### src/rtl/temp_avg_monitor.sv
// Serial N-channel temperature averager with a qualified, hysteretic over-temperature flag.
// One snapshot is taken per handshake, summed over N cycles with one adder, then averaged.
module temp_avg_monitor #(
  parameter int W     = 8,
  parameter int N     = 4,
  parameter int LOG2N = 2,
  parameter int HYST  = 2,
  parameter int HOLD  = 2
) (
  input  logic           clk,
  input  logic           rst_n,
  input  logic           in_valid,
  output logic           in_ready,
  input  logic [N*W-1:0] temps,
  input  logic [W-1:0]   temp_compare,
  output logic [W-1:0]   avg,
  output logic           avg_valid,
  output logic           too_hot
);

  localparam int SW  = W + LOG2N;
  localparam int HCW = $clog2(HOLD + 1);

  typedef enum logic [1:0] {IDLE, ACCUM, DONE} state_t;

  state_t           state;
  logic [N*W-1:0]   temps_lat;
  logic [W-1:0]     thr_lat;
  logic [SW-1:0]    sum;
  logic [LOG2N-1:0] cnt;
  logic [HCW-1:0]   hot_cnt;

  logic [W-1:0]     chan [N];
  logic [W-1:0]     avg_new;
  logic [W-1:0]     low;
  logic             over;
  logic             under;
  logic [HCW-1:0]   hot_cnt_inc;

  generate
    for (genvar gi = 0; gi < N; gi++) begin : g_chan
      assign chan[gi] = temps_lat[gi*W +: W];
    end
  endgenerate

  // Dividing by a power of two is a plain drop of the low LOG2N sum bits.
  assign avg_new     = sum[SW-1:LOG2N];
  assign low         = (thr_lat > W'(HYST)) ? thr_lat - W'(HYST) : '0;
  assign over        = avg_new > thr_lat;
  assign under       = avg_new < low;
  assign hot_cnt_inc = (hot_cnt >= HCW'(HOLD)) ? HCW'(HOLD) : hot_cnt + HCW'(1);

  always_ff @(posedge clk or negedge rst_n) begin
    if (!rst_n) begin
      state     <= IDLE;
      in_ready  <= 1'b1;
      temps_lat <= '0;
      thr_lat   <= '0;
      sum       <= '0;
      cnt       <= '0;
      hot_cnt   <= '0;
      avg       <= '0;
      avg_valid <= 1'b0;
      too_hot   <= 1'b0;
    end else begin
      avg_valid <= 1'b0;
      case (state)
        IDLE: begin
          if (in_valid) begin
            temps_lat <= temps;
            thr_lat   <= temp_compare;
            sum       <= '0;
            cnt       <= '0;
            in_ready  <= 1'b0;
            state     <= ACCUM;
          end
        end
        ACCUM: begin
          sum <= sum + SW'(chan[cnt]);
          cnt <= cnt + LOG2N'(1);
          if (cnt == LOG2N'(N - 1)) state <= DONE;
        end
        DONE: begin
          avg       <= avg_new;
          avg_valid <= 1'b1;
          // An equal average is not hot; clearing only happens below the band.
          if (over) begin
            hot_cnt <= hot_cnt_inc;
            if (hot_cnt_inc == HCW'(HOLD)) too_hot <= 1'b1;
          end else begin
            hot_cnt <= '0;
            if (under) too_hot <= 1'b0;
          end
          in_ready <= 1'b1;
          state    <= IDLE;
        end
        default: begin
          in_ready <= 1'b1;
          state    <= IDLE;
        end
      endcase
    end
  end

endmodule

### config.mk
export PLATFORM = sky130hd
export DESIGN_NAME = temp_avg_monitor
export DESIGN_NICKNAME = d
export VERILOG_FILES = /design/src/rtl/temp_avg_monitor.sv
export SDC_FILE = /design/constraint.sdc
export NUM_CORES = 1
export LEC_CHECK = 0
export BUFFER_PORTS_ARGS = -buffer_cell sky130_fd_sc_hd__buf_2
export CORE_ASPECT_RATIO = 1.5
export CORE_MARGIN = 2
export CORE_UTILIZATION = 60
export CTS_CLUSTER_SIZE = 20
export DETAILED_ROUTE_END_ITERATION = 6
export PLACE_DENSITY = 0.83
export RECOVER_POWER = 25
export SYNTH_ARGS = -nofsm -noshare
export SYNTH_HDL_FRONTEND = slang
export SYNTH_SLANG_ARGS = --single-unit
### constraint.sdc
create_clock -name clk -period 5.76 [get_ports clk]
set_input_delay 0.864 -clock clk [delete_from_list [all_inputs] [get_ports clk]]
set_output_delay 0.864 -clock clk [all_outputs]
set_load 0.005 [all_outputs]
==> impl_metrics.tcl, run 1 <==
set metrics [dict create \
    antenna_cells 0 \
    p_total_mw 2.745 \
    crit_arrival_ns 3.43 \
    setup_slack_ns 1.974 \
    cp_slowest_cell "clkbuf_1" \
    fin_nets 430 \
    r2r-end "sum[6]" \
    cts_tree "yes" \
    areaGrowthSynthToFinish_pct 13.21 \
    stdcell_area_um2 4161 \
    finalCritPeriodShare 0.6574 \
    synth_top_cell_area_share 0.4493 \
    cap_violations 1 \
    ant_nets 0 \
    min_path_type "flop to flop" \
    hp-start "avg[6]" \
    synth_area_leaders "dfrtp_1, mux2_4, ha_1" \
    place_area_um2 3960 \
    vias_per_cell 5.767 \
    fp.dieW_um 67.91 \
    setup_tns_ns 0 \
    setup_viol 0 \
    cp_num_buf_inv 2 \
    critPathRequiredTime_ns 5.41 \
    cts_max_path_buffers 2 \
    ctsResizeCount 0 \
    finClkSkew_ns 0.01067 \
    ys_seq_elements 67 \
    routedWlPerCell_um 16.31 \
    root_buffer "clkbuf_8" \
    final_cells 438 \
    rsz0062_at_grt "false" \
    core_area_um2 5871 \
    grt_max_degree 68 \
    synthCells 307 \
    cts_buffers 9 \
    fin_crit_ns 3.786 \
    cts-hold-fix-buffers 0 \
    portBuffers 53 \
    final_util 0.7089 \
    cpPeakStageDelay_ns 2.48 \
    grt.overflow.total 0 \
    fin_hold_ws_ns 0.4745 \
    drv_slew 68 \
    drc 0 \
    dp.cells 422 \
    yosysTopAreaCell "dfrtp_1" \
    pre_cts_slack_ns 2.762 \
    num_vias 2526 \
    firstDrtPassIters 4 \
    start_util 0.6262 \
    relSlewSlack -1.345 \
    drt_wl_total_um 7142 \
    final_layout_size_suffix_gt1_frac 0.3333 \
    fmax_mhz 264.1 \
    timing.rr.start "cnt[0]" \
    clkTransAtPathRegs_ns 0.07 \
    grt_pass1_wl_um 12100 \
    gp_congestion 0.8925 \
    crit_type "input pin to async pin" \
    irDropWorstVdd_mv 0.3334 \
    synth.net_count 376 \
    cp_cell_sequence "buf_2 > clkbuf_1" \
    hold_viol_final 0 \
    r2r_slack_ns 2.71 \
    min_path_cells 2 \
    violations "max-capacitance violations, max-slew violations" \
    grt_usage 0.2423 \
    cts_sinks 67 \
    die_h_um 99.87 \
    cellPowerDensity_nw_per_um2 659.5 \
    avgSynthCellArea_um2 11.97 \
    initialDrtViolationCount 131 \
    antenna_found_initial 0 \
    yosys_warnings 0 \
    end_kind "async pin" \
    ys_seq_area_frac 0.4564 \
    htree_levels 3 \
    ff2ff_path_depth 8 \
    rows 34 \
    critPathMaxFanout 67 \
    crit_path_start_kind "input pin" \
    clock_latency_ns 0.34 \
    syn-cell-area_um2 3676 \
    status "complete, but fails checks" \
    ys_types 38 \
    n_fill_cell 416 \
    grt_pass1_vias 2663 \
    die_area_um2 6782 \
    ios 54 \
    post-cts-setup-buffers 0 \
    hpwl_um 5110 \
    cpLargestDelayFamily "buffers and inverters" \
    holdPathEnd "avg[6]" \
    p_leak_nw 2.087 \
    worst_pin_slew_ns 3.518 \
]
-- area by class of cell --
class	instances	area, um2	share of cell area
clock inverter	4	50.05	0.01203
clock buffer	12	155.1	0.03728
inverter	13	48.80	0.01173
timing repair buffer	55	276.5	0.06645
tap	72	90.09	0.02165
sequential	67	1678	0.4032
multi-input combinational	215	1863	0.4477
-- layer usage --
| metal | global-route usage | share of wire | wire, um |
|---|---|---|---|
| met1 | 0.2795 | 0.41 | 2923 |
| met4 | 0.1123 | 0.026 | 189 |
| met5 | 0 | 0 | 0 |
| met3 | 0.06054 | 0.039 | 277 |
| met2 | 0.4133 | 0.53 | 3752 |
-- worst max-delay path by stage --
stage | endpoint | slack (ns) | startpoint | cells past startpoint
floorplan | sum[6] | 3.20 | cnt[0] | 9
global placement | sum[6] | 2.90 | cnt[0] | 8
detailed placement | sum[6] | 2.76 | cnt[0] | 8
CTS | sum[6] | 2.74 | cnt[0] | 8
global route | temps_lat[7] | 1.30 | rst_n | 2
finish | temps_lat[19] | 1.97 | rst_n | 2
-- cell families (layout without fill, tap and decap cells) --
family | after synthesis | after routing | share of synthesized area
adder cells (fa/ha/maj) | 26 | 26 | 0.09054
multiplexers | 49 | 49 | 0.2120
XOR/XNOR | 7 | 7 | 0.01668
buffers and inverters | 25 | 84 | 0.03676
AND/OR/NAND/NOR | 79 | 79 | 0.09939
AO/OA/AOI/OAI | 54 | 54 | 0.08815
flip-flops | 67 | 67 | 0.4564
-- cells in the mapped netlist (all sizes together) --
cell type,number
a2111oi,1
a211oi,3
a21o,2
a21oi,15
a31oi,5
and2,1
buf,9
clkbuf,3
dfrtp,66
dfstp,1
fa,1
ha,25
inv,13
mux2,40
mux2i,1
mux4,8
nand2,40
nand2b,5
nand3,13
nand4,2
nor2,9
nor2b,2
nor3,4
nor4,2
o211ai,5
o21ai,19
o21bai,1
o22ai,2
o31ai,1
or2,1
xnor2,2
xor2,5
-- report_power, final --
| part | internal, mW | total, mW | switching (mW) |
|---|---|---|---|
| sequential | 0.710 | 0.940 | 0.230 |
| clock | 0.223 | 0.397 | 0.175 |
| combinational | 0.735 | 1.41 | 0.672 |
-- tightest hold or removal path, delay by kind of cell, from the launching register on --
family,cells,cell delay [ns]
flops,1,0.34
simple gates,2,0.11
-- flip-flops by register name, summed over array words and instances, names as in the netlist --
signal / count
temps_lat: 32
sum: 10
avg: 8
thr_lat: 8
cnt: 2
hot_cnt: 2
state: 2
avg_valid: 1
in_ready: 1
too_hot: 1
-- cell usage in the layout (no fill, tap or decap), types with 2 or more instances in the layout --
cell / count
nor2b_1: 2
a21oi_1: 15
nand4_1: 2
nand2b_1: 5
a211oi_1: 2
nor3_1: 4
nand2_1: 40
xnor2_1: 2
xor2_1: 5
mux4_2: 8
o21ai_0: 16
nor2_1: 9
o211ai_1: 5
a31oi_1: 5
mux2_2: 3
mux2_4: 37
buf_2: 53
dfrtp_1: 66
clkbuf_1: 2
ha_1: 25
inv_1: 13
nand3_1: 13
clkinvlp_4: 2
a21o_1: 2
o22ai_1: 2
clkbuf_8: 11
o21ai_1: 3
No activity file was read; power rests on OpenSTA's default activity.
==> inputs of run 2 (changes only) <==
- CORE_UTILIZATION: 60 -> 57
- PLACE_DENSITY: 0.83 -> 0.8
- clock period: 5.76 -> 3.6 ns (I/O delays scaled with it)
==> run 2 against run 1 <==
Net effect:
- the flow still finishes with violations (max-capacitance violations, max-slew violations)
- sequential power rose by 55%
- worst hold slack worse by 0.058 ns
- highest routed layer unchanged
- sequential cell count is the same
==> impl_metrics.tcl, run 2 (synthesis gave the netlist of run 1 again) <==
set metrics [dict create \
    final_util 0.6725 \
    antenna_cells 0 \
    cp_slowest_cell "mux4_2" \
    core_area_um2 6175 \
    die_area_um2 7121 \
    final_layout_size_suffix_gt1_frac 0.3370 \
    n_fill_cell 471 \
    irDropWorstVdd_mv 0.5998 \
    final_cell_mix "dfrtp_1, buf_2, nand2_1, mux2_4, ha_1" \
    areaGrowthSynthToFinish_pct 12.97 \
    end_kind "flop" \
    hpwl_um 5176 \
    fin_hold_ws_ns 0.4163 \
    post-cts-setup-buffers 0 \
    rsz0062_at_grt "false" \
    grt_pass1_wl_um 11950 \
    fin_crit_ns 2.796 \
    drv_slew 30 \
    largest-register "temps_lat" \
    ctsResizeCount 0 \
    critPathMaxFanout 9 \
    grt_pass1_vias 2608 \
    setup_viol 0 \
    crit_path_end "sum[6]" \
    pre_cts_slack_ns 0.8529 \
    routedWlPerCell_um 15.66 \
    clock_latency_ns 0.35 \
    vias_per_cell 5.706 \
    r2r_slack_ns 0.80 \
    root_buffer "clkbuf_8" \
    fp.dieW_um 69.57 \
    timing.rr.start "cnt[0]" \
    p_leak_nw 2.084 \
    cp_cell_sequence "buf_4 > mux4_2 > ha_1 > fa_1 > a21oi_1 > o211ai_1 > a21oi_1 > xor2_1 > o21ai_0" \
    dp.cells 426 \
    grt_max_degree 40 \
    start_util 0.5953 \
    reg_top3 "temps_lat (32), sum (10)" \
    place_area_um2 3978 \
    crit_arrival_ns 3.01 \
    rows 35 \
    final_common_cell "dfrtp_1" \
    crit_path_start_kind "flop" \
    stdcell_area_um2 4153 \
    setup_tns_ns 0 \
    finClkSkew_ns 0.01003 \
    critPathRequiredTime_ns 3.81 \
    initialDrtViolationCount 158 \
    status "complete, but fails checks" \
    fin_nets 432 \
    cts_tree "yes" \
    htree_levels 3 \
    worst_pin_slew_ns 1.511 \
    cpLargestDelayFamily "compound AO/OA/AOI/OAI gates" \
    crit_start "cnt[0]" \
    antenna_found_initial 0 \
    cts_buffers 9 \
    cts_max_path_buffers 2 \
    finalCritPeriodShare 0.7766 \
    firstDrtPassIters 4 \
    fmax_mhz 357.7 \
    cts-hold-fix-buffers 0 \
    drc 0 \
    ant_nets 0 \
    r2r-end "sum[6]" \
    setup_slack_ns 0.8042 \
    ios 54 \
    relSlewSlack -0.007060 \
    cap_violations 1 \
    ff2ff_path_depth 9 \
    cts_sinks 67 \
    largest_reg_flops 32 \
    hold_viol_final 0 \
    portBuffers 53 \
    clkTransAtPathRegs_ns 0.08 \
    gp_congestion 0.9209 \
    p_total_mw 4.311 \
    die_h_um 102.4 \
    min_path_type "input pin to flop" \
    crit_type "flop to flop" \
    cellPowerDensity_nw_per_um2 1038 \
    grt_usage 0.2152 \
    final_cells 442 \
    path_depth 9 \
    drt_wl_total_um 6923 \
    grt.overflow.total 0 \
    violations "max-capacitance violations, max-slew violations" \
    cpMostUsedCell "a21oi_1" \
    cp_num_buf_inv 1 \
    num_vias 2522 \
    cpPeakStageDelay_ns 0.51 \
]
-- run 2: final cells by class --
cell class,count,area (um2),area share
Timing Repair Buffer,57,291.5,0.07020
Inverter,13,48.80,0.01175
Clock inverter,5,37.54,0.009039
Sequential cell,67,1678,0.4040
Multi-Input combinational cell,215,1863,0.4486
Clock buffer,11,141.4,0.03405
Tap cell,74,92.59,0.02230
-- run 2: layer usage --
metal / routed length (um) / vias up / track usage
li1: - / 1210 / -
met1: 2852 / 1216 / 0.2529
met2: 3552 / 69 / 0.3661
met3: 292 / 27 / 0.04734
met4: 225 / 0 / 0.1237
met5: 0 / - / 0
-- run 2: worst reg2reg max path: cells and delay by family, from the launching register on --
kind / cells / cell delay [ns]
fa+ha+maj: 2 / 0.65
flops: 1 / 0.42
compound gates: 4 / 0.69
buf+inv: 1 / 0.23
mux: 1 / 0.52
xor+xnor: 1 / 0.16
-- run 2: where the power goes --
group	internal [mW]	switching [mW]	leakage [nW]
clock network	0.271	0.296	0.0859
logic	1.18	1.10	1.20
registers	1.14	0.327	0.802
total	2.59	1.72	2.08
-- run 2: how the worst min path moves through the flow --
stage / cells past startpoint / startpoint / slack, ns / to
5_1_grt: 2 / temps[1] / 0.40 / temps_lat[1]
3_3_place_gp: 2 / avg[7] / 0.46 / avg[7]
3_5_place_dp: 2 / avg[5] / 0.46 / avg[5]
4_1_cts: 1 / rst_n / 0.22 / temps_lat[10]
6_report: 2 / temps[30] / 0.42 / temps_lat[30]
2_1_floorplan: 0 / rst_n / 0.24 / avg[0]
